--- src/rtl/ps2_kbd_ctrl.sv ---
// PS/2 keyboard receiver: synchronises the pins, checks frames, decodes E0/F0
// prefixes, suppresses typematic repeats and queues key events in a FWFT FIFO.
module ps2_kbd_ctrl #(
  parameter int FIFO_DEPTH  = 8,
  parameter int TIMEOUT_CYC = 50000
) (
  input  logic       clk,
  input  logic       rst,
  input  logic       ps2_clk,
  input  logic       ps2_data,
  output logic       evt_valid,
  input  logic       evt_ready,
  output logic [7:0] evt_code,
  output logic       evt_break,
  output logic       evt_ext,
  output logic [7:0] key_count,
  output logic [7:0] err_count,
  output logic       overflow
);

  localparam int AW  = $clog2(FIFO_DEPTH);
  localparam int WDW = $clog2(TIMEOUT_CYC + 1);

  typedef enum logic [1:0] {IDLE, DATA, PARITY, STOP} state_t;

  logic clk_s1, clk_s2, clk_prev, data_s1, data_s2;
  logic fall;

  state_t     state, state_next;
  logic [2:0] bit_idx, bit_idx_next;
  logic [7:0] shift_reg, shift_next;
  logic       parity_bit, parity_next;
  logic [WDW-1:0] wd_cnt;
  logic       frame_ok, frame_err, timeout;
  logic       byte_rdy;
  logic [7:0] rx_byte;

  logic       ext_flag, brk_flag;
  logic       held_valid;
  logic [7:0] held_code;
  logic       emit, emit_brk, make_evt;

  logic [9:0]  mem [FIFO_DEPTH];
  logic [AW-1:0] wr_ptr, rd_ptr;
  logic [AW:0] count;
  logic        full, push, pop;
  logic [9:0]  head;

  // Pins idle high, so the synchronisers reset high to avoid a spurious fall.
  always_ff @(posedge clk) begin
    if (rst) begin
      clk_s1   <= 1'b1;
      clk_s2   <= 1'b1;
      clk_prev <= 1'b1;
      data_s1  <= 1'b1;
      data_s2  <= 1'b1;
    end else begin
      clk_s1   <= ps2_clk;
      clk_s2   <= clk_s1;
      clk_prev <= clk_s2;
      data_s1  <= ps2_data;
      data_s2  <= data_s1;
    end
  end

  assign fall = clk_prev & ~clk_s2;

  always_comb begin
    state_next   = state;
    bit_idx_next = bit_idx;
    shift_next   = shift_reg;
    parity_next  = parity_bit;
    frame_ok     = 1'b0;
    frame_err    = 1'b0;
    timeout      = 1'b0;
    if (fall) begin
      case (state)
        IDLE: begin
          if (!data_s2) begin
            state_next   = DATA;
            bit_idx_next = 3'd0;
          end
        end
        DATA: begin
          shift_next   = {data_s2, shift_reg[7:1]};
          bit_idx_next = bit_idx + 3'd1;
          if (bit_idx == 3'd7) state_next = PARITY;
        end
        PARITY: begin
          parity_next = data_s2;
          state_next  = STOP;
        end
        STOP: begin
          state_next = IDLE;
          if (data_s2 && (^{shift_reg, parity_bit})) frame_ok = 1'b1;
          else frame_err = 1'b1;
        end
        default: state_next = IDLE;
      endcase
    end else if (state != IDLE && wd_cnt == WDW'(TIMEOUT_CYC)) begin
      state_next = IDLE;
      timeout    = 1'b1;
    end
  end

  always_ff @(posedge clk) begin
    if (rst) begin
      state      <= IDLE;
      bit_idx    <= 3'd0;
      shift_reg  <= 8'd0;
      parity_bit <= 1'b0;
      wd_cnt     <= '0;
      byte_rdy   <= 1'b0;
      rx_byte    <= 8'd0;
      err_count  <= 8'd0;
    end else begin
      state      <= state_next;
      bit_idx    <= bit_idx_next;
      shift_reg  <= shift_next;
      parity_bit <= parity_next;
      byte_rdy   <= frame_ok;
      if (frame_ok) rx_byte <= shift_reg;
      if (state == IDLE || fall) wd_cnt <= '0;
      else wd_cnt <= wd_cnt + WDW'(1);
      if ((frame_err || timeout) && err_count != 8'hFF) err_count <= err_count + 8'd1;
    end
  end

  always_comb begin
    emit     = 1'b0;
    emit_brk = 1'b0;
    make_evt = 1'b0;
    if (byte_rdy && rx_byte != 8'hE0 && rx_byte != 8'hF0) begin
      if (brk_flag) begin
        emit     = 1'b1;
        emit_brk = 1'b1;
      end else if (!(held_valid && held_code == rx_byte)) begin
        emit     = 1'b1;
        make_evt = 1'b1;
      end
    end
  end

  // Prefix flags survive frame errors; they only clear on a non-prefix byte.
  always_ff @(posedge clk) begin
    if (rst) begin
      ext_flag   <= 1'b0;
      brk_flag   <= 1'b0;
      held_valid <= 1'b0;
      held_code  <= 8'd0;
      key_count  <= 8'd0;
    end else if (byte_rdy) begin
      if (rx_byte == 8'hE0) begin
        ext_flag <= 1'b1;
      end else if (rx_byte == 8'hF0) begin
        brk_flag <= 1'b1;
      end else begin
        ext_flag <= 1'b0;
        brk_flag <= 1'b0;
        if (brk_flag && held_valid && held_code == rx_byte) held_valid <= 1'b0;
        if (make_evt) begin
          held_code  <= rx_byte;
          held_valid <= 1'b1;
          key_count  <= key_count + 8'd1;
        end
      end
    end
  end

  assign full = (count == (AW+1)'(FIFO_DEPTH));
  assign pop  = evt_valid && evt_ready;
  assign push = emit && (!full || pop);

  always_ff @(posedge clk) begin
    if (rst) begin
      wr_ptr   <= '0;
      rd_ptr   <= '0;
      count    <= '0;
      overflow <= 1'b0;
    end else begin
      if (push) wr_ptr <= wr_ptr + AW'(1);
      if (pop) rd_ptr <= rd_ptr + AW'(1);
      if (push && !pop) count <= count + (AW+1)'(1);
      else if (pop && !push) count <= count - (AW+1)'(1);
      if (emit && full && !pop) overflow <= 1'b1;
    end
  end

  always_ff @(posedge clk) begin
    if (push) mem[wr_ptr] <= {rx_byte, emit_brk, ext_flag};
  end

  // Storage is not reset, so the head is masked to zero while empty.
  assign head      = mem[rd_ptr];
  assign evt_valid = (count != '0);
  assign evt_code  = evt_valid ? head[9:2] : 8'd0;
  assign evt_break = evt_valid ? head[1] : 1'b0;
  assign evt_ext   = evt_valid ? head[0] : 1'b0;

endmodule
--- config.mk ---
export PLATFORM = sky130hd
export DESIGN_NAME = ps2_kbd_ctrl
export DESIGN_NICKNAME = d
export VERILOG_FILES = /design/src/rtl/ps2_kbd_ctrl.sv
export SDC_FILE = /design/constraint.sdc
export NUM_CORES = 1
export LEC_CHECK = 0
export ABC_AREA = 0
export CAP_MARGIN = 20
export CORE_UTILIZATION = 45
export CTS_BUF_LIST = sky130_fd_sc_hd__clkbuf_2 sky130_fd_sc_hd__clkbuf_4 sky130_fd_sc_hd__clkbuf_8
export DETAILED_ROUTE_END_ITERATION = 10
export SYNTH_ARGS = -nofsm -noshare
export SYNTH_HDL_FRONTEND = slang
export SYNTH_SLANG_ARGS = --single-unit
--- constraint.sdc ---
create_clock -name clk -period 6.4 [get_ports clk]
set_input_delay 0.64 -clock clk [delete_from_list [all_inputs] [get_ports clk]]
set_output_delay 0.64 -clock clk [all_outputs]
set_load 0.05 [all_outputs]
== After elaboration in Yosys (flattened, before gate mapping) ==
Memory sizes are Yosys's and may differ from the RTL's. A register that Yosys moved wholly into a read port is not among the register bits.
Index checks and enable logic that the tools add are counted.

* $add $sub $neg: 8
* Multiply operators: 0
* Divide/modulo/power cells: 0
* Order comparisons: 0
* Eq/ne operators: 16
* Shift operators: 0
* Muxes and demuxes: 36
* Bitwise gates (word level): 4
* Reductions and logical operators: 37

{| class="wikitable"
|+ Operator list
! cell !! count
|-
| $mux W1 || 24
|-
| $ne A8 B8 Y1 const B || 3
|-
| $add A16 B1 Y16 const B || 1
|-
| $add A8 B1 Y8 const B || 2
|-
| $eq A16 B16 Y1 const B || 1
|-
| $eq A8 B8 Y1 const B || 2
|-
| $logic_and A1 B1 Y1 || 14
|-
| $reduce_bool A2 Y1 || 5
|-
| $add A3 B1 Y3 const B || 3
|-
| $mux W3 || 3
|-
| $reduce_xor A9 Y1 || 1
|-
| $eq A8 B8 Y1 || 1
|-
| $mux W2 || 4
|-
| $mux W4 || 2
|-
| $mux W8 || 1
|-
| $pmux W2 S4 || 1
|-
| $reduce_and A2 Y1 || 4
|-
| $reduce_and A4 Y1 || 2
|-
| $ne A3 B3 Y1 const B || 2
|-
| $pmux W3 S2 || 1
|-
| $reduce_and A3 Y1 || 2
|-
| $add A4 B1 Y4 const B || 1
|-
| $eq A2 B2 Y1 const B || 2
|-
| $eq A4 B4 Y1 const B || 1
|-
| 11 further kinds || 18
|}

* Flip-flop bits (word level): 82
* Bits in latches: 0
* RAM bits: 80
* ROM bits: 0
* Bits of input ports: 5
* Logic and storage cells: 124
* Memories: 1

{| class="wikitable"
|+ Memory list
! name !! depth !! width !! read ports !! clocked after memory_dff !! wr ports !! line !! RTL
|-
| mem || 8 || 10 || 1 || 1 || 1 || 43 || <nowiki>logic [9:0] mem [FIFO_DEPTH];</nowiki>
|}

== Logic depth before layout (Yosys ltp) ==
Gate-level depths: netlist (run 1).

* Depth in word-level cells: 10
* Depth in mapped cells: 12

== Worst setup path after synthesis (run 1) ==
OpenSTA, ideal clock, no wires.

* Kind: register to register
* Start: register rx_byte[2]
* End: memory mem[1][0], enable pin
* Library setup time: 0.407 ns
* Data arrival time: 2.437 ns
* Slack: 3.555 ns
* Stages on the path, launching flop included: 6
* Path buffers: 0
* Clock period less this slack: 2.845 ns
* Cell sequence: dfxtp_1 > nor4bb_1 > a31oi_1 > o41ai_1 > nor2_1 > nor4b_1

* Word-level cells in the longest chain between the ends: 8
* Elaborated cells between the ends (all ways): 12
* Those cells by class: eq/ne: 3; mux: 5; reduce/logical: 4

{| class="wikitable"
|+ RTL lines
! item !! line !! RTL
|-
| from (decl) || 36 || <nowiki>logic [7:0] rx_byte;</nowiki>
|-
| from (signal assigned) || 122 || <nowiki>if (frame_ok) rx_byte <= shift_reg;</nowiki>
|-
| $eq A8 B8 Y1 || 137 || <nowiki>end else if (!(held_valid && held_code == rx_byte)) begin</nowiki>
|-
| $logic_and A1 B1 Y1 || 137 ||
|-
| $mux W1 || 137 ||
|-
| $mux W1 || 134 || <nowiki>if (brk_flag) begin</nowiki>
|-
| $mux W1 * || 133 || <nowiki>if (byte_rdy && rx_byte != 8'hE0 && rx_byte != 8'hF0) begin</nowiki>
|-
| $logic_and A1 B1 Y1 * || 172 || <nowiki>assign push = emit && (!full || pop);</nowiki>
|-
| net push || 46 || <nowiki>logic full, push, pop;</nowiki>
|-
| $mux W1 * || 190 || <nowiki>if (push) mem[wr_ptr] <= {rx_byte, emit_brk, ext_flag};</nowiki>
|-
| $mux W1 (not written as such) * || 190 ||
|-
| to (decl) || 43 ||
|}

Mark *: on every way through the listed nets, which the timed path passes. The rest lies on a longest branch.

==> metrics.md, run 1 <==
| Metric | Value |
|---|---|
| Final Core Density | 52.8% |
| Final clock period utilization by the worst path | 54.4% |
| CP Data Required Time | 5.76 ns |
| Worst min path class | reg2reg |
| Synth Register Bits | 165 |
| Top Metal Used | met4 |
| Delay-heaviest family, CP | flip-flops |
| Slowest-stage cell, CP | dfxtp_1 |
| Main synth FF type | dfxtp_1 |
| Crit path cell chain | mux4_2, mux2i_1, nor2_1, clkdlybuf4s50_1 |
| Vias in the first global route | 4277 |
| Setup crit start kind | flop |
| H-tree depth | 4 |
| Sequential fraction of design power | 53.0% |
| Sequential area share after synthesis | 58.0% |
| Status | complete, no violations |
| Internal power | 1.56 mW |
| CTS tree | built |
| Die ar. | 16200 um^2 |
| Clock-pin slew on the worst setup and hold paths | 0.08 ns |
| Congestion Overflow GR | 0 |
| Most flop-heavy register | mem |
| Routed WL per cell | 15.7 um |
| Hpwl dp | 8560 um |
| Setup TNS | 0 ns |
| Hold path cells | 1 |
| Initial core utilization | 46.4% |
| WL met3 | 436 um |
| Num rows | 45 |
| Hold Buf Count CTS | 0 |
| Ports | 33 |
| Buf/Inv on CP | 1 |
| Post-CTS Setup Bufs | 0 |
| Fmax | 287 MHz |
| Top Registers | mem (80), wd_cnt (16) |
| Reg2reg end | count[3] |
| Cell Area, Synth | 7080 um^2 |
| Worst Reg-to-Reg Cells | 12 |
| Reg2reg setup slack | 2.93 ns |
| Logic pwr share | 14.9% |
| Chip width | 127 um |
| Most frequent cell after synthesis | dfxtp_1 |
| Number of nets with antenna violations after routing | 0 |
| Detailed Routing Iterations Pass 1 | 4 |
| Ranking of synthesized cells by area | edfxtp_1 (34%), dfxtp_1 (24%), mux4_2 (6.4%), mux2i_1 (4.1%), nor2_1 (3.2%) |
| Commonest cells post-synth | dfxtp_1 (85), edfxtp_1 (80), nor2_1 (61) |
| Top-area cell type share of the netlist area | 33.9% |
| Sink Count | 165 |
| GP Congestion | 0.779 |
| Clock Path Buffers | 2 |
| Synth Net Count | 593 |
| Final setup skew | 0.0175 ns |
| Yosys cell types | 52 |
| Post_cts resized | 0 |
| Slew Limit Fails | 0 |
| Cell accounting for the most synthesized area | edfxtp_1 |
| Fraction of registers with async set/reset | 0% |
| Largest net degree at the start of global routing | 87 |
| Cell Pwr Density | 265 nW/um^2 |
| Iteration-0 DRC Markers | 241 |
| HP Start | clk_s1 |
| Post-synth EDFFs | 80 |
| Max Cap Viol | 0 |
| Initial antenna violation count | 0 |
| Crit. End Element | output port |
| Final setup violation count | 0 |
| Via count | 4383 |
| Critical path type | reg2out |
| Leak | 2.78 nW |
| RSZ-0062 raised after global routing | false |
| Largest register FFs | 80 |
| Core area | 15300 um^2 |
| Net Sw Frac | 27.0% |
| Drt drc | 0 |
| Vias per Instance | 5.26 |
| Avg Cell Area, Syn | 12.4 um^2 |
| Worst-Margin Slew | 1.01 ns |
| Buffers on Ports | 32 |
| Worst Hold Path EP | clk_s2 |
| Final min period | 3.48 ns |
| Syn Inst Count | 572 |
| Warning count from the yosys run | 0 |
| Fillcell total | 1326 |
| R2r startpoint | rx_byte[6] |
| Crit Path Max Fanout | 20 |
| Peak VDD IR | 0.000106 V |
| Clk_lat worst skew | 0.46 ns |
| Fin. Hold Viols | 0 |
| Global-route usage over all layers | 17.6% |
| Post-Route WL | 13100 um |
| WP data arrival | 2.84 ns |
| Die height | 127 um |
| CTS Buf Count | 17 |
| Net load switching power | 0.577 mW |
| First-pass GRT wire length | 22000 um |
| Fraction of layout cells with a size suffix above 1 | 13.8% |
| Clock share of power | 32.0% |
| Clk root buf | clkbuf_8 |
| Slew margin rel. | 32.3% |
| Nets | 630 |
| Area grow syn2layout | 13.8% |
| N_diodes | 0 |
| Met2 wire length | 6440 um |
| Crit-path max cell delay | 0.99 ns |
| WL met1 | 6050 um |
| Worst hold slack | 0.416 ns |
-- routing by layer --
metal	GRT usage (%)	up-vias
met5	0	-
met4	6.86	0
met3	4.23	13
met2	28.9	78
met1	22.6	2134
li1	-	2158
-- worst max path at each step --
stage	end	slack, ns	depth (start not counted)
floorplan	mem[1][0]	3.56	5
global placement	count[3]	2.99	12
detailed placement	count[3]	2.93	12
CTS	evt_code[4]	2.78	4
global route	count[3]	2.57	12
finish	evt_code[4]	2.92	4
-- cell type report --
cell class              instances  area [um^2]  share of cell area [%]
flip-flops and latches        165         4100                    51.0
multi-input cells             369         2870                    35.6
repair buffers                 43          409                    5.08
well taps                     211          264                    3.28
clock buffers                  19          249                    3.09
clock inverters                13          111                    1.38
inverters                      13         48.8                   0.606
-- layout by cell type, fill, tap and decap left out, drive strengths merged, types with 19 or more instances in the layout --
cell / instances
nand2b: 22
mux2i: 30
nor2: 61
clkdlybuf4s50: 31
edfxtp: 80
nand3: 27
mux4: 20
nand2: 27
a21oi: 28
clkbuf: 19
dfxtp: 85
-- cell families after synthesis --
family,synth area share [%]
AO/OA/AOI/OAI,4.21
XOR/XNOR,4.22
adder cells (fa/ha/maj),2.93
buffers and inverters,2.16
flip-flops,58.0
multiplexers,12.5
AND/OR/NAND/NOR,16.0
-- stage by stage --
stage          cells  setup slack, ns  area [um^2]  total power, mW
2_1_floorplan    572             3.56         7080             1.39
3_3_place_gp     798             2.99         7660             1.48
3_5_place_dp     800             2.93         7680             1.48
4_1_cts          832             2.78         8040             2.16
5_1_grt          833             2.57         8050             2.24
6_report         833             2.92         8050             2.13
-- power by group through the flow --
| stage | clock [mW] | combinational [mW] | sequential [mW] |
|---|---|---|---|
| finish | 0.684 | 0.319 | 1.13 |
| global route | 0.755 | 0.350 | 1.14 |
| CTS | 0.705 | 0.327 | 1.13 |
| detailed placement | 0 | 0.326 | 1.16 |
| global placement | 0 | 0.324 | 1.16 |
| floorplan | 0 | 0.246 | 1.14 |
Power figures use the tool's default switching activity.
==> run 2: changes to the inputs <==
clock period = 3.3 ns   (was 6.4 ns; I/O delays follow)
==> run 2 against run 1 <==
Sequential power grew 93%. Final cell count grew 1.3%. Via count shrank 0.73%. Die area is the same. Total power grew 95%. Clock skew shrank 0.0064 ns. Sequential share of layout area shrank 0.39 points. Critical endpoint is now count[3]. Utilization grew 0.46 points. Wire length shrank 1.3%. Sequential cell count is the same. Non-clock buffer count grew 11.
==> metrics.md, run 2 (synthesized netlist as in run 1, its figures left out) <==
| Metric | Value |
|---|---|
| Largest net degree at the start of global routing | 50 (was 87) |
| Final setup skew | 0.0111 ns (was 0.0175 ns) |
| Ports | 33 (unchanged) |
| Routed WL per cell | 15.3 um (was 15.7 um) |
| Most common cell after layout, fill and taps aside | dfxtp_1 (unchanged) |
| Die ar. | 16200 um^2 (unchanged) |
| Initial core utilization | 46.4% (unchanged) |
| Core area | 15300 um^2 (unchanged) |
| Slew margin rel. | 49.3% (was 32.3%) |
| Crit Path Max Fanout | 12 (was 20) |
| GP Congestion | 0.773 (was 0.779) |
| Worst min path class | in2reg (was reg2reg) |
| Iteration-0 DRC Markers | 165 (was 241) |
| Most flop-heavy register | mem (unchanged) |
| Fmax | 338 MHz |
| Clk_lat worst skew | 0.44 ns (was 0.46 ns) |
| Via count | 4351 (was 4383) |
| Worst-Margin Slew | 0.759 ns (was 1.01 ns) |
| Largest register FFs | 80 (unchanged) |
| Cell Pwr Density | 513 nW/um^2 (was 265 nW/um^2) |
| Fraction of layout cells with a size suffix above 1 | 16.0% (was 13.8%) |
| Peak VDD IR | 0.000195 V (was 0.000106 V) |
| Worst hold slack | 0.121 ns (was 0.416 ns) |
| Detailed Routing Iterations Pass 1 | 4 (unchanged) |
| First-pass GRT wire length | 21300 um (was 22000 um) |
| Clock-pin slew on the worst setup and hold paths | 0.09 ns (was 0.08 ns) |
| Initial antenna violation count | 0 (unchanged) |
| Setup crit start kind | flop (unchanged) |
| Buffers on Ports | 32 (unchanged) |
| Hpwl dp | 8370 um (was 8560 um) |
| Congestion Overflow GR | 0 (unchanged) |
| Global-route usage over all layers | 17.1% (was 17.6%) |
| Hold path cells | 2 (was 1) |
| RSZ-0062 raised after global routing | false (unchanged) |
| Setup TNS | 0 ns (unchanged) |
| Area grow syn2layout | 14.8% (was 13.8%) |
| Chip width | 127 um (unchanged) |
| Slew Limit Fails | 0 (unchanged) |
| Die height | 127 um (unchanged) |
| Fin. Hold Viols | 0 (unchanged) |
| Num rows | 45 (unchanged) |
| H-tree depth | 4 (unchanged) |
| Final Core Density | 53.2% (was 52.8%) |
| Post-CTS Setup Bufs | 0 (unchanged) |
| Number of nets with antenna violations after routing | 0 (unchanged) |
| Final clock period utilization by the worst path | 89.7% |
| CTS tree | built (unchanged) |
| Critical path type | reg2reg (was reg2out) |
| Worst Reg-to-Reg Cells | 13 (was 12) |
| Clk root buf | clkbuf_8 (unchanged) |
| Vias per Instance | 5.16 (was 5.26) |
| Most frequent cells in the layout | dfxtp_1 (82), edfxtp_1 (80), nor2_1 (61), clkdlybuf4s50_1 (31), mux2i_1 (29) (was dfxtp_1 (85), edfxtp_1 (80), nor2_1 (61), clkdlybuf4s50_1 (31), mux2i_1 (29)) |
| Crit. End Element | flop (was output port) |
| Drt drc | 0 (unchanged) |
| Top Registers | mem (80), wd_cnt (16) (unchanged) |
| CTS Buf Count | 17 (unchanged) |
| Post-Place Setup Slack | 0.159 ns (was 2.93 ns) |
| Final setup violation count | 0 (unchanged) |
| Max Cap Viol | 0 (unchanged) |
| Sink Count | 165 (unchanged) |
| Setup ws final | 0.341 ns (was 2.92 ns) |
| Final min period | 2.96 ns |
| Leak | 2.81 nW (was 2.78 nW) |
| Status | complete, no violations (unchanged) |
| CP Data Required Time | 3.67 ns (was 5.76 ns) |
| Post-Route WL | 12900 um (was 13100 um) |
| Vias in the first global route | 4214 (was 4277) |
| WP data arrival | 3.33 ns (was 2.84 ns) |
| Clock Path Buffers | 2 (unchanged) |
| N_diodes | 0 (unchanged) |
| Nets | 641 (was 630) |
| Design Power | 4.17 mW (was 2.13 mW) |
run 2: area by class of cell:
class	instances	area [um^2]
inverters	13	48.8
repair buffers	54	480
clock inverters	14	128
clock buffers	18	241
flip-flops and latches	165	4110
multi-input cells	369	2850
fillers	1327	7130
well taps	211	264
run 2: repair_timing:
item                                    4_1_cts  5_1_grt
hold buffers                                  0        0
endpoints found under the setup margin        0        1
gates resized for setup                       0        3
run 2: critical path, cell delays in order, from the launching register on:
cell and delay, ns:
dfxtp_2 0.45, xnor2_1 0.15, nand4_1 0.27, o41ai_1 0.33
buf_4 0.18, nor2_1 0.05, ha_1 0.23, inv_1 0.11
ha_1 0.25, a21o_1 0.18, a21oi_1 0.17, xnor2_1 0.09
or3_1 0.30, a21oi_1 0.13
run 2: power by group:
group / leakage (nW) / internal, mW / switching (mW)
logic: 1.13 / 0.258 / 0.370
registers: 1.50 / 2.15 / 0.0282
clock network: 0.180 / 0.611 / 0.748
run 2: final timing paths:
check	end	slack, ns	from
setup / recovery	count[3]	0.34	rx_byte[3]
hold / removal	bit_idx[2]	0.12	rst
setup reg to reg	count[3]	0.34	rx_byte[3]
hold reg to reg	clk_s2	0.44	clk_s1
run 2: per-stage QoR:
step | area, um^2 | std cells
final | 8120 | 844
after CTS | 8120 | 844
after global placement | 7750 | 812
after detailed placement | 7750 | 812
after floorplan | 7080 | 572
after global routing | 8120 | 844
run 2: layer usage:
layer  vias to the layer above  routed length, um  GRT usage [%]
met5                         -                  0              0
met4                         0                166           6.51
met2                        56               6330           28.9
met1                      2114               6030           21.5
met3                        15                381           3.73
li1                       2166                  -              -
==> run 3: changes to the inputs <==
HOLD_SLACK_MARGIN = 0.02   (was unset)
==> results of run 3 <==
No change in the layout: final DEF, timing and power equal those of run 2.
